<file path="config.mk">
export PLATFORM = sky130hd
export DESIGN_NAME = readout_sequencer
export DESIGN_NICKNAME = d
export VERILOG_FILES = /design/src/rtl/readout_sequencer.sv
export SDC_FILE = /design/constraint.sdc
export NUM_CORES = 1
export LEC_CHECK = 0
export BUFFER_PORTS_ARGS = -buffer_cell sky130_fd_sc_hd__buf_2
export CORE_UTILIZATION = 50
export DETAILED_ROUTE_END_ITERATION = 7
export GPL_ROUTABILITY_DRIVEN = 0
export HOLD_SLACK_MARGIN = 0.08
export PLACE_DENSITY = 0.72
export SETUP_SLACK_MARGIN = 0.5
export SLEW_MARGIN = 20
export SYNTH_ARGS = -nofsm -noshare
export SYNTH_HDL_FRONTEND = slang
export SYNTH_SLANG_ARGS = --single-unit
</file>
<file path="constraint.sdc">
create_clock -name iclk -period 5 [get_ports iclk]
set_input_delay 1 -clock iclk [delete_from_list [all_inputs] [get_ports iclk]]
set_output_delay 1 -clock iclk [all_outputs]
set_load 0.01 [all_outputs]
</file>
<file path="src/rtl/readout_sequencer.sv">
// Readout sequencer: visits masked channels, pulses their load, then hands
// each channel's words to the serial shifter. Optional watchdog: SEQ_TIMEOUT_EN.
module readout_sequencer #(
    parameter int NUM_CH       = 8,
    parameter int WORDS_PER_CH = 7,
    parameter int LOAD_CYCLES  = 2,
    parameter int BASE_ADDR    = 4,
    parameter int TIMEOUT      = 255
) (
    input  logic              iclk,
    input  logic              rstn,
    input  logic              start,
    input  logic              abort,
    input  logic [NUM_CH-1:0] trigger_channel_mask,
    output logic [NUM_CH-1:0] load_cnt_ser,
    output logic              load_pulse,
    output logic [2:0]        select_reg,
    output logic              word_valid,
    input  logic              word_ready,
    output logic [7:0]        cur_addr,
    output logic              busy,
    output logic              done,
    output logic              timeout_flag
);

    localparam int CW = $clog2(NUM_CH) + 1;

    typedef enum logic [2:0] {
        S_IDLE,
        S_SCAN,
        S_LOAD,
        S_SHIFT,
        S_FIN
    } state_t;

    state_t            r_state;
    logic [NUM_CH-1:0] r_mask;
    logic [CW-1:0]     r_ch;
    logic [2:0]        r_word;
    logic [3:0]        r_lcnt;
    logic [NUM_CH-1:0] r_load;
    logic              r_lp;
    logic              r_valid;
    logic [7:0]        r_addr;
    logic              r_busy;
    logic              r_done;

    logic              w_found;
    logic [CW-1:0]     w_idx;
    logic [7:0]        w_base;
    logic              w_last;
    logic              w_xfer;
    logic              w_tmo;
    logic              w_adv;

    // Lowest masked channel at or above r_ch; skipped channels cost nothing
    always_comb begin
        w_found = 1'b0;
        w_idx   = '0;
        for (int i = NUM_CH - 1; i >= 0; i--) begin
            if (r_mask[i] && (CW'(i) >= r_ch)) begin
                w_found = 1'b1;
                w_idx   = CW'(i);
            end
        end
    end

    assign w_base = 8'(BASE_ADDR + int'(w_idx) * WORDS_PER_CH);
    assign w_last = (r_word == 3'(WORDS_PER_CH - 1));
    assign w_xfer = r_valid & word_ready;
    assign w_adv  = w_xfer | w_tmo;

`ifdef SEQ_TIMEOUT_EN
    logic [7:0] r_wait;
    logic       r_tflag;

    assign w_tmo = (r_state == S_SHIFT) && !word_ready
                   && (r_wait == 8'(TIMEOUT - 1));

    // Flag survives abort; only rstn clears it
    always_ff @(posedge iclk) begin
        if (!rstn) begin
            r_wait  <= '0;
            r_tflag <= 1'b0;
        end else begin
            if (w_tmo && !abort)
                r_tflag <= 1'b1;
            if (abort || r_state != S_SHIFT || word_ready || w_tmo)
                r_wait <= '0;
            else
                r_wait <= r_wait + 8'd1;
        end
    end

    assign timeout_flag = r_tflag;
`else
    assign w_tmo        = 1'b0;
    assign timeout_flag = 1'b0;
`endif

    always_ff @(posedge iclk) begin
        if (!rstn || abort) begin
            r_state <= S_IDLE;
            r_mask  <= '0;
            r_ch    <= '0;
            r_word  <= '0;
            r_lcnt  <= '0;
            r_load  <= '0;
            r_lp    <= 1'b0;
            r_valid <= 1'b0;
            r_addr  <= '0;
            r_busy  <= 1'b0;
            r_done  <= 1'b0;
        end else begin
            unique case (r_state)
                S_IDLE: begin
                    if (start) begin
                        r_mask  <= trigger_channel_mask;
                        r_ch    <= '0;
                        r_busy  <= 1'b1;
                        r_state <= S_SCAN;
                    end
                end
                S_SCAN: begin
                    if (w_found) begin
                        r_ch    <= w_idx;
                        r_load  <= NUM_CH'(1) << w_idx;
                        r_lp    <= 1'b1;
                        r_lcnt  <= '0;
                        r_word  <= '0;
                        r_addr  <= w_base;
                        r_state <= S_LOAD;
                    end else begin
                        r_busy  <= 1'b0;
                        r_done  <= 1'b1;
                        r_state <= S_FIN;
                    end
                end
                S_LOAD: begin
                    if (r_lcnt == 4'(LOAD_CYCLES - 1)) begin
                        r_lp    <= 1'b0;
                        r_valid <= 1'b1;
                        r_state <= S_SHIFT;
                    end else begin
                        r_lcnt <= r_lcnt + 4'd1;
                    end
                end
                S_SHIFT: begin
                    if (w_adv) begin
                        if (!w_last) begin
                            r_word <= r_word + 3'd1;
                            r_addr <= r_addr + 8'd1;
                        end else begin
                            r_ch    <= r_ch + CW'(1);
                            r_load  <= '0;
                            r_valid <= 1'b0;
                            r_word  <= '0;
                            r_addr  <= '0;
                            r_state <= S_SCAN;
                        end
                    end
                end
                S_FIN: begin
                    r_done  <= 1'b0;
                    r_state <= S_IDLE;
                end
                default: r_state <= S_IDLE;
            endcase
        end
    end

    assign load_cnt_ser = r_load;
    assign load_pulse   = r_lp;
    assign select_reg   = r_word;
    assign word_valid   = r_valid;
    assign cur_addr     = r_addr;
    assign busy         = r_busy;
    assign done         = r_done;

endmodule

</file>
==> out/results.ini, run 1 <==
[place]
port_buffers=35
dp_hpwl_um=4030
post-place-cells=376

[clocking]
root_buffer=clkbuf_8
path_clk_slew_ns=0.08
cts_hold_buf=0
cts_buffers=5
cts_sinks=42
cts-resized-gates=0
clockBufferDepth=2
post_cts_buffers=0
cts_tree=yes
htreeDepth=2
clock_latency_ns=0.29

[layout]
finalNetCount=360
register_area_um2=841
fin_cells=384
final_cell_mix=dfxtp_1, nand2_1, buf_2, nor2_1, a21oi_1
syn_to_final_growth_pct=12.4
antenna_cells=0
multi_input_area_mm2=0.00141
fill_cells=431
layout_commonest_cell=dfxtp_1
drive_above_1_share_pct=15.7

[synth]
syn-mean-instance-area_um2=7.91
ys_warn_count=0
synth_area_leader_cell=dfxtp_1
synth_edf_count=0
async_reset_ff_share_pct=0
yosysSeqAreaShare_pct=35.4
synth_cells=300
synth.distinct_cells=58
synth_seq_cells=42
synth_top_area_share_pct=35.4
netlist_area_mm2=0.00237
syn-num-nets=329
synthFlopType=dfxtp_1
synth_area_leaders=dfxtp_1, ha_1, a21oi_1

[worst_hold_path]
min_to=r_mask[1]
hold_start=r_mask[1]
hold_path_depth=2
hold_class=reg -> reg

[die]
core_area_mm2=0.00444
die_h_um=70.9
rows=24
die_area_mm2=0.00502
num_io_pins=37
die_x_um=70.9
start_util_pct=53.4

[power_and_ir_drop]
pwr_density_cell_mw_per_mm2=271
worst_ir_drop_vdd_uv=146
power_mw=0.723
p_leak_nw=1.11

[critical_path]
crit_type=reg -> reg
cp_data_arrival_time_ns=3.68
rr_endpoint=cur_addr[5]
crit_top_cell=ha_1
path_buf_inv=3
r2r_start=r_ch[1]
critPathLaunchType=register
startpoint=r_ch[1]
critPathRequiredTime_ns=5.21
crit_family=adder cells
crit_slowest_cell=dfxtp_1
crit_fanout=8
cp_slowest_stage_delay_ns=0.47
regToRegSetupSlack_ns=1.53
r2r_cells=16
critPathCaptureType=register
path_cells=ha_1 > and4b_1 > a211oi_1 > o22ai_1 > and2_1 > inv_1 > ha_1 > inv_1 > ha_1 > ha_1 > inv_1 > fa_1 > xor2_1 > o22ai_1 > nand2_1 > a21oi_1

[route]
drtIter0Drc=121
routed-via-count=2211
routedWlPerCell_um=14.1
drtPass1Iterations=6
drcViolationCount=0
routed_via_density=5.76
routed_wirelength_um=5400
postRouteAntennaNets=0

[global_route]
grt_pass1_wl_um=9130
grt_pass1_vias=2020
grt_max_degree=35
overflow=0
antenna_found_initial=0
gr-usage-all-layers_pct=22.8

[sta]
setup_tns_ns=0
drv_slew=0
rsz0062_at_grt=false
fin_hold_ws_ns=0.455
finalCriticalPeriod_ns=3.47
finalHoldViolCount=0
slew_headroom_pct=39.9
setup_viol=0
fmax_mhz=289
period_share_pct=69.3
tightestPinTransition_ns=0.895
finClkSkew_ns=0.00371

[flow_run]
drv_cap=0

[run_status]
status=finished clean

==> metrics by stage <==
step / setup WS (ns) / util [%] / instance area (µm²)
4_1_cts: 1.53 / 60.0 / 2670
6_report: 1.53 / 60.0 / 2670
3_5_place_dp: 1.62 / 57.6 / 2560
2_1_floorplan: 1.96 / - / 2370
5_1_grt: 1.30 / 60.0 / 2670
3_3_place_gp: 1.74 / 57.6 / 2560
==> worst max-delay path by stage <==
stage / to / slack (ns) / cells after the start
after CTS: cur_addr[5] / 1.53 / 16
final: cur_addr[5] / 1.53 / 16
after global routing: cur_addr[5] / 1.30 / 16
after floorplan: cur_addr[5] / 1.96 / 16
after detailed placement: cur_addr[5] / 1.62 / 16
after global placement: cur_addr[5] / 1.74 / 16
==> worst register-to-register path, delay by kind of cell, from the launching register on <==
family | cells | cell delay, ns
fa+ha+maj | 5 | 1.24
compound gates | 4 | 0.76
buf+inv | 3 | 0.26
flops | 1 | 0.47
xor+xnor | 1 | 0.15
simple gates | 3 | 0.52
==> cells by family (layout without fill, tap and decap cells) <==
group	Yosys count	after routing	synth area share (%)
other	1	1	0.158
DFF	42	42	35.4
AOI/OAI and AO/OA	88	88	24.8
xor gates and xnor gates	3	3	1.11
adders and majority gates	16	16	8.76
buffers and inverters	28	60	5.06
and+or+nand+nor	122	122	24.7
==> where the power goes <==
group / leakage, nW / switching, mW / internal, mW
registers: 0.339 / 0.00633 / 0.340
clock network: 0.0524 / 0.111 / 0.149
logic: 0.717 / 0.0705 / 0.0460
==> cell type report <==
type                            instances  area share (%)
Tap cell                               52            2.44
Sequential cell                        42            31.5
Clock inverter                          1            1.13
Clock buffer                            7            2.86
Inverter                               16            2.25
Multi-Input combinational cell        230            52.9
Timing Repair Buffer                   36            6.85
==> cell usage after synthesis, types with 3 or more instances <==
cell type  count
nor3_1         9
o21ai_1        3
nand2b_1       4
dfxtp_1       42
nand3_1        7
inv_1         15
nor2b_1        6
a22oi_1        4
a21oi_1       31
a211oi_1       3
o221a_2        3
nor2_1        32
buf_2          3
a32oi_1        6
and2_1         5
ha_1          15
a31oi_1        3
nand2_1       40
o21ai_0       13
clkbuf_1       6
and3_1         5
==> metal layers <==
metal | track usage (%) | part of all wire, % | vias to the layer above
li1 | - | - | 1134
met1 | 30.7 | 50 | 1018
met2 | 36.5 | 45 | 54
met3 | 4.70 | 4.0 | 5
met4 | 7.56 | 1.0 | 0
met5 | 0 | 0 | -
(Power assumes the default switching activity.)
==> inputs of run 2 (changes only) <==
clock period = 3.2 ns   (was 5 ns; I/O delays follow)
==> out/results.ini, run 2 (synthesis gave the netlist of run 1 again) <==
[sta]
finClkSkew_ns=0.00954  ; +0.00583 ns
setup_ws_ns=0.209  ; -1.33 ns
tightestPinTransition_ns=0.973  ; +0.0777 ns
finalHoldViolCount=0  ; unchanged
period_share_pct=93.5  ; +24 points
slew_headroom_pct=35.1  ; -4.7 points
setup_viol=0  ; unchanged
fmax_mhz=334  ; +16%
setup_tns_ns=0  ; unchanged
finalCriticalPeriod_ns=2.99  ; -0.474 ns
drv_slew=0  ; unchanged
rsz0062_at_grt=true

[route]
routed_via_density=5.86  ; +1.8%
drcViolationCount=0  ; unchanged
routedWlPerCell_um=14.6  ; +3.8%
drtIter0Drc=150  ; +24%
postRouteAntennaNets=0  ; unchanged
routed-via-count=2320  ; +4.9%
routed_wirelength_um=5780  ; +7.0%
drtPass1Iterations=6  ; unchanged

[global_route]
grt_pass1_wl_um=9830  ; +7.6%
overflow=0  ; unchanged
grt_max_degree=24  ; -31%
gr-usage-all-layers_pct=24.3  ; +1.5 points
grt_pass1_vias=2129  ; +5.4%
antenna_found_initial=0  ; unchanged

[power_and_ir_drop]
clkPwrFrac_pct=30.1  ; -5.9 points
p_leak_nw=1.17  ; +5.7%
pwr-share-seq_pct=48.4  ; +0.5 points
p_int_mw=0.789  ; +47%
comb_power_share_pct=21.5  ; +5.4 points
p_sw_share_pct=29.4  ; +3.5 points
power.switching_mw=0.329  ; +75%
worst_ir_drop_vdd_uv=220  ; +51%
pwr_density_cell_mw_per_mm2=389  ; +43%

[critical_path]
crit_family=adder cells
crit_top_cell=ha_4
crit_slowest_cell=dfxtp_4
cp_data_arrival_time_ns=3.21  ; -0.47 ns
cp_slowest_stage_delay_ns=0.37  ; -0.10 ns
critPathCaptureType=register
critPathLaunchType=register
crit_fanout=4  ; -4
crit_type=reg -> reg
critPathRequiredTime_ns=3.42  ; -1.79 ns
path_buf_inv=3  ; unchanged
path_cells=inv_4 > ha_4 > nand3b_1 > a21oi_2 > o31a_1 > or2_4 > ha_4 > inv_2 > ha_4 > ha_4 > inv_2 > fa_2 > xor2_1 > o22ai_1 > nand2_1 > a21oi_2

[die]
rows=24  ; unchanged
start_util_pct=53.4  ; unchanged
die_area_mm2=0.00502  ; unchanged
num_io_pins=37  ; unchanged
core_area_mm2=0.00444  ; unchanged
die_x_um=70.9  ; unchanged
die_h_um=70.9  ; unchanged

[run_status]
status=finished clean

[place]
port_buffers=35  ; unchanged
dp_hpwl_um=4070  ; +1.1%
preCtsSetupSlack_ns=0.160  ; -1.46 ns

[clocking]
cts_tree=yes
clockBufferDepth=2  ; unchanged
htreeDepth=2  ; unchanged
clock_latency_ns=0.30  ; about the same
path_clk_slew_ns=0.09  ; about the same
cts_sinks=42  ; unchanged
root_buffer=clkbuf_8
cts_buffers=5  ; unchanged

[layout]
finalNetCount=372  ; +3.3%
syn_to_final_growth_pct=21.3
final_cell_mix=nand2_1, dfxtp_1, buf_2, nor2_1, a21oi_1
layout_commonest_cell=nand2_1
register_area_um2=851  ; +1.2%
multi_input_area_mm2=0.00154  ; +9.0%
fill_cells=389  ; -9.7%
drive_above_1_share_pct=27.6  ; +12 points
antenna_cells=0  ; unchanged

[worst_hold_path]
hold_class=reg -> reg

[flow_run]
drv_cap=0  ; unchanged

[run 2: area by class of cell]
cell class	count	share of cell area (%)
Multi-Input combinational cell	230	53.5
Sequential cell	42	29.6
Tap cell	52	2.26
Inverter	16	2.26
Timing Repair Buffer	48	9.48
Clock inverter	3	0.565
Clock buffer	5	2.39
[run 2: path summary, 6_finish.rpt]
| check | slack (ns) | end | from | cells after the start |
|---|---|---|---|---|
| min | 0.46 | load_pulse | load_pulse | 2 |
| max reg2reg | 0.21 | cur_addr[5] | r_ch[0] | 16 |
| min reg2reg | 0.46 | load_pulse | load_pulse | 2 |
| max | 0.21 | cur_addr[5] | r_ch[0] | 16 |
[run 2: routing by layer]
layer | vias to the layer above | GRT usage (%) | wire [µm]
met3 | 11 | 5.13 | 324
met5 | - | 0 | 0
met4 | 0 | 8.44 | 76
met1 | 1077 | 33.8 | 2760
li1 | 1158 | - | -
met2 | 74 | 37.5 | 2620
[run 2: through the flow]
step	instances	area, µm²	util [%]	hold WS, ns	total power, mW
floorplan	300	2450	-	0.432	0.710
global placement	380	2670	60.1	0.443	0.766
detailed placement	380	2670	60.1	0.447	0.771
CTS	394	2830	63.7	0.458	1.11
global route	396	2880	64.8	0.477	1.18
finish	396	2880	64.8	0.456	1.12
[run 2: worst register-to-register path: stages, from the launching register on]
cell and delay [ns]:
dfxtp_4 0.37, inv_4 0.07, ha_4 0.14, nand3b_1 0.13, a21oi_2 0.08, o31a_1 0.27, or2_4 0.25, ha_4 0.27
inv_2 0.04, ha_4 0.26, ha_4 0.12, inv_2 0.04, fa_2 0.34, xor2_1 0.15, o22ai_1 0.16, nand2_1 0.09
a21oi_2 0.12
[run 2: what timing repair did]
action / 4_1_cts / 5_1_grt
hold buffers: 0 / 0
resized for setup: 9 / 7
endpoints found under the setup margin: 3 / 4
setup buffers: 6 / 2
pin swaps: 8 / 5
[run 2: power by group through the flow]
stage / logic (mW) / registers (mW) / clock network [mW]
final: 0.240 / 0.541 / 0.337
after global routing: 0.271 / 0.543 / 0.363
after CTS: 0.229 / 0.541 / 0.341
after detailed placement: 0.217 / 0.553 / 0
after global placement: 0.213 / 0.553 / 0
after floorplan: 0.159 / 0.551 / 0
==> inputs of run 3 (changes only) <==
ABC_AREA = 1   (was not set)
CTS_BUF_LIST = sky130_fd_sc_hd__clkbuf_16   (was not set)
PLACE_DENSITY = 0.71   (was 0.72)
TNS_END_PERCENT = 20   (was not set)
==> out/results.ini, run 3 <==
[route]
routed-via-count=2412  ; +4.0%
routed_via_density=5.25  ; -10%
drtIter0Drc=197  ; +31%
drtPass1Iterations=4  ; -2
routedWlPerCell_um=13.8  ; -5.5%
postRouteAntennaNets=0  ; unchanged
routed_wirelength_um=6330  ; +9.5%
drcViolationCount=0  ; unchanged

[place]
dp_hpwl_um=4160  ; +2.1%
preCtsSetupSlack_ns=0.263  ; +0.103 ns
port_buffers=35  ; unchanged

[sta]
tightestPinTransition_ns=0.537  ; -0.436 ns
slew_headroom_pct=64.1  ; +29 points
setup_ws_ns=0.464  ; +0.255 ns
drv_slew=0  ; unchanged
rsz0062_at_grt=true
setup_viol=0  ; unchanged
finClkSkew_ns=0.00332  ; -0.00622 ns
fmax_mhz=365  ; +9.3%
period_share_pct=85.5  ; -8.0 points
fin_hold_ws_ns=0.460  ; +0.00415 ns
finalHoldViolCount=0  ; unchanged
setup_tns_ns=0  ; unchanged
finalCriticalPeriod_ns=2.74  ; -0.255 ns

[synth]
ys_warn_count=0  ; unchanged
netlist_area_mm2=0.00250  ; +5.3%
synth_edf_count=0  ; unchanged
yosysMostFrequentCell=nand2_1
synth_top_area_share_pct=33.7  ; -1.8 points
synth_common_cells=nand2_1, dfxtp_1, inv_1
syn-num-nets=370  ; +12%
async_reset_ff_share_pct=0  ; unchanged
syn-mean-instance-area_um2=7.33  ; -7.3%
synth_cells=341  ; +14%
synth_area_leader_cell=dfxtp_1
synthFlopType=dfxtp_1
synth_area_leaders=dfxtp_1, nand2_1, ha_1
yosysSeqAreaShare_pct=33.7  ; -1.8 points
synth_seq_cells=42  ; unchanged
synth.distinct_cells=37  ; -36%

[worst_hold_path]
hold_class=reg -> reg

[die]
start_util_pct=52.6  ; -0.83 points
die_area_mm2=0.00528  ; +5.2%
rows=25  ; +4.2%
die_x_um=72.7  ; +2.6%
core_area_mm2=0.00475  ; +7.0%
num_io_pins=37  ; unchanged
die_h_um=72.7  ; +2.6%

[global_route]
grt_pass1_vias=2305  ; +8.3%
grt_pass1_wl_um=10500  ; +7.0%
grt_max_degree=18  ; -25%
gr-usage-all-layers_pct=25.8  ; +1.5 points
overflow=0  ; unchanged
antenna_found_initial=0  ; unchanged

[critical_path]
crit_type=reg -> reg
critPathRequiredTime_ns=3.42  ; about the same
critPathLaunchType=register
crit_fanout=4  ; unchanged
cp_data_arrival_time_ns=2.96  ; -0.25 ns
critPathCaptureType=register

[power_and_ir_drop]
pwr_density_cell_mw_per_mm2=424  ; +9.1%
pwr-share-seq_pct=40.6  ; -7.8 points
comb_power_share_pct=23.5  ; +2.0 points
p_sw_share_pct=29.2  ; -0.28 points
worst_ir_drop_vdd_uv=221  ; +0.65%
power.switching_mw=0.393  ; +19%
p_leak_nw=1.35  ; +15%
clkPwrFrac_pct=35.9  ; +5.8 points
p_int_mw=0.954  ; +21%
power_mw=1.35  ; +20%

[layout]
final_cell_mix=nand2_1, dfxtp_1, a21oi_1, buf_2, inv_1
syn_to_final_growth_pct=27.1
fill_cells=394  ; +1.3%
finalNetCount=420  ; +13%
fin_util_pct=66.8  ; +2.0 points
antenna_cells=0  ; unchanged
drive_above_1_share_pct=34.4  ; +6.8 points
layout_commonest_cell=nand2_1

[clocking]
clockBufferDepth=2  ; unchanged
cts_hold_buf=0  ; unchanged
cts_tree=yes
cts_buffers=5  ; unchanged
htreeDepth=2  ; unchanged
clock_latency_ns=0.29  ; about the same
cts_sinks=42  ; unchanged
root_buffer=clkbuf_16
path_clk_slew_ns=0.06  ; -0.03 ns

[flow_run]
drv_cap=0  ; unchanged

[run_status]
status=finished clean

run 3: changes by cell type in the layout (fill, tap and decap cells not counted), moves of 7 or more:
cell     previous run  this run
nand2_1            39        70
inv_1              10        30
nand2_2             1        16
nand3_1             7        21
nor2_1             32        21
a21oi_1            28        35
inv_2               4        11
run 3: cell type report:
class | count | area [µm²] | area share (%)
Timing Repair Buffer | 52 | 315 | 9.93
Tap cell | 67 | 83.8 | 2.64
Inverter | 43 | 169 | 5.32
Clock inverter | 3 | 12.5 | 0.394
Clock buffer | 5 | 125 | 3.94
Sequential cell | 42 | 851 | 26.8
Multi-Input combinational cell | 247 | 1620 | 51.0
run 3: cell families after synthesis:
logic type	synth area share (%)
AO/OA/AOI/OAI	16.0
other	0.150
flip-flops	33.7
XOR/XNOR	1.75
AND/OR/NAND/NOR	31.4
buffers and inverters	8.76
adder cells (fa/ha/maj)	8.31
run 3: per-layer routing:
layer  vias to the layer above  wire length, µm  GRT usage (%)  share of wire [%]
met5                         -                0              0                  0
met4                         0              124           11.8                2.0
met3                        13              335           4.42                5.3
met2                        65             3080           45.1                 49
met1                      1130             2800           30.9                 44
li1                       1204                -              -                  -
run 3: power groups by stage:
| stage | registers [mW] | logic, mW | clock network, mW |
|---|---|---|---|
| floorplan | 0.557 | 0.170 | 0 |
| global placement | 0.556 | 0.217 | 0 |
| detailed placement | 0.557 | 0.223 | 0 |
| CTS | 0.546 | 0.304 | 0.484 |
| global route | 0.549 | 0.352 | 0.507 |
| finish | 0.547 | 0.317 | 0.483 |
run 3: per-stage QoR:
step	area, µm²	std cells
2_1_floorplan	2520	341
3_3_place_gp	2740	436
3_5_place_dp	2740	436
4_1_cts	3160	458
5_1_grt	3180	459
6_report	3180	459
run 3: timing repair:
item	in CTS	in global routing
resized for setup	36	3
buffers inserted	14	1
pin swaps	22	14
setup endpoints to repair	2	2
run 3: path summary, 6_finish.rpt:
kind         slack [ns]     endpoint       from  cells past startpoint
min reg2reg        0.46    r_mask[6]  r_mask[6]                      2
max reg2reg        0.46  cur_addr[5]    r_ch[0]                     19
max                0.46  cur_addr[5]    r_ch[0]                     19
min                0.46    r_mask[6]  r_mask[6]                      2
run 3: worst max-delay path, stage by stage (launching register included):
cell     delay [ns]
dfxtp_4        0.37
inv_4          0.08
ha_4           0.13
inv_2          0.04
nand3_2        0.05
nand2_2        0.08
o21ai_4        0.10
nand3_2        0.12
nand2_2        0.10
nand2_4        0.08
ha_4           0.27
inv_2          0.04
ha_4           0.26
ha_4           0.13
inv_2          0.03
fa_2           0.33
xor2_1         0.15
o22ai_1        0.14
nand2_1        0.08
a21oi_2        0.10
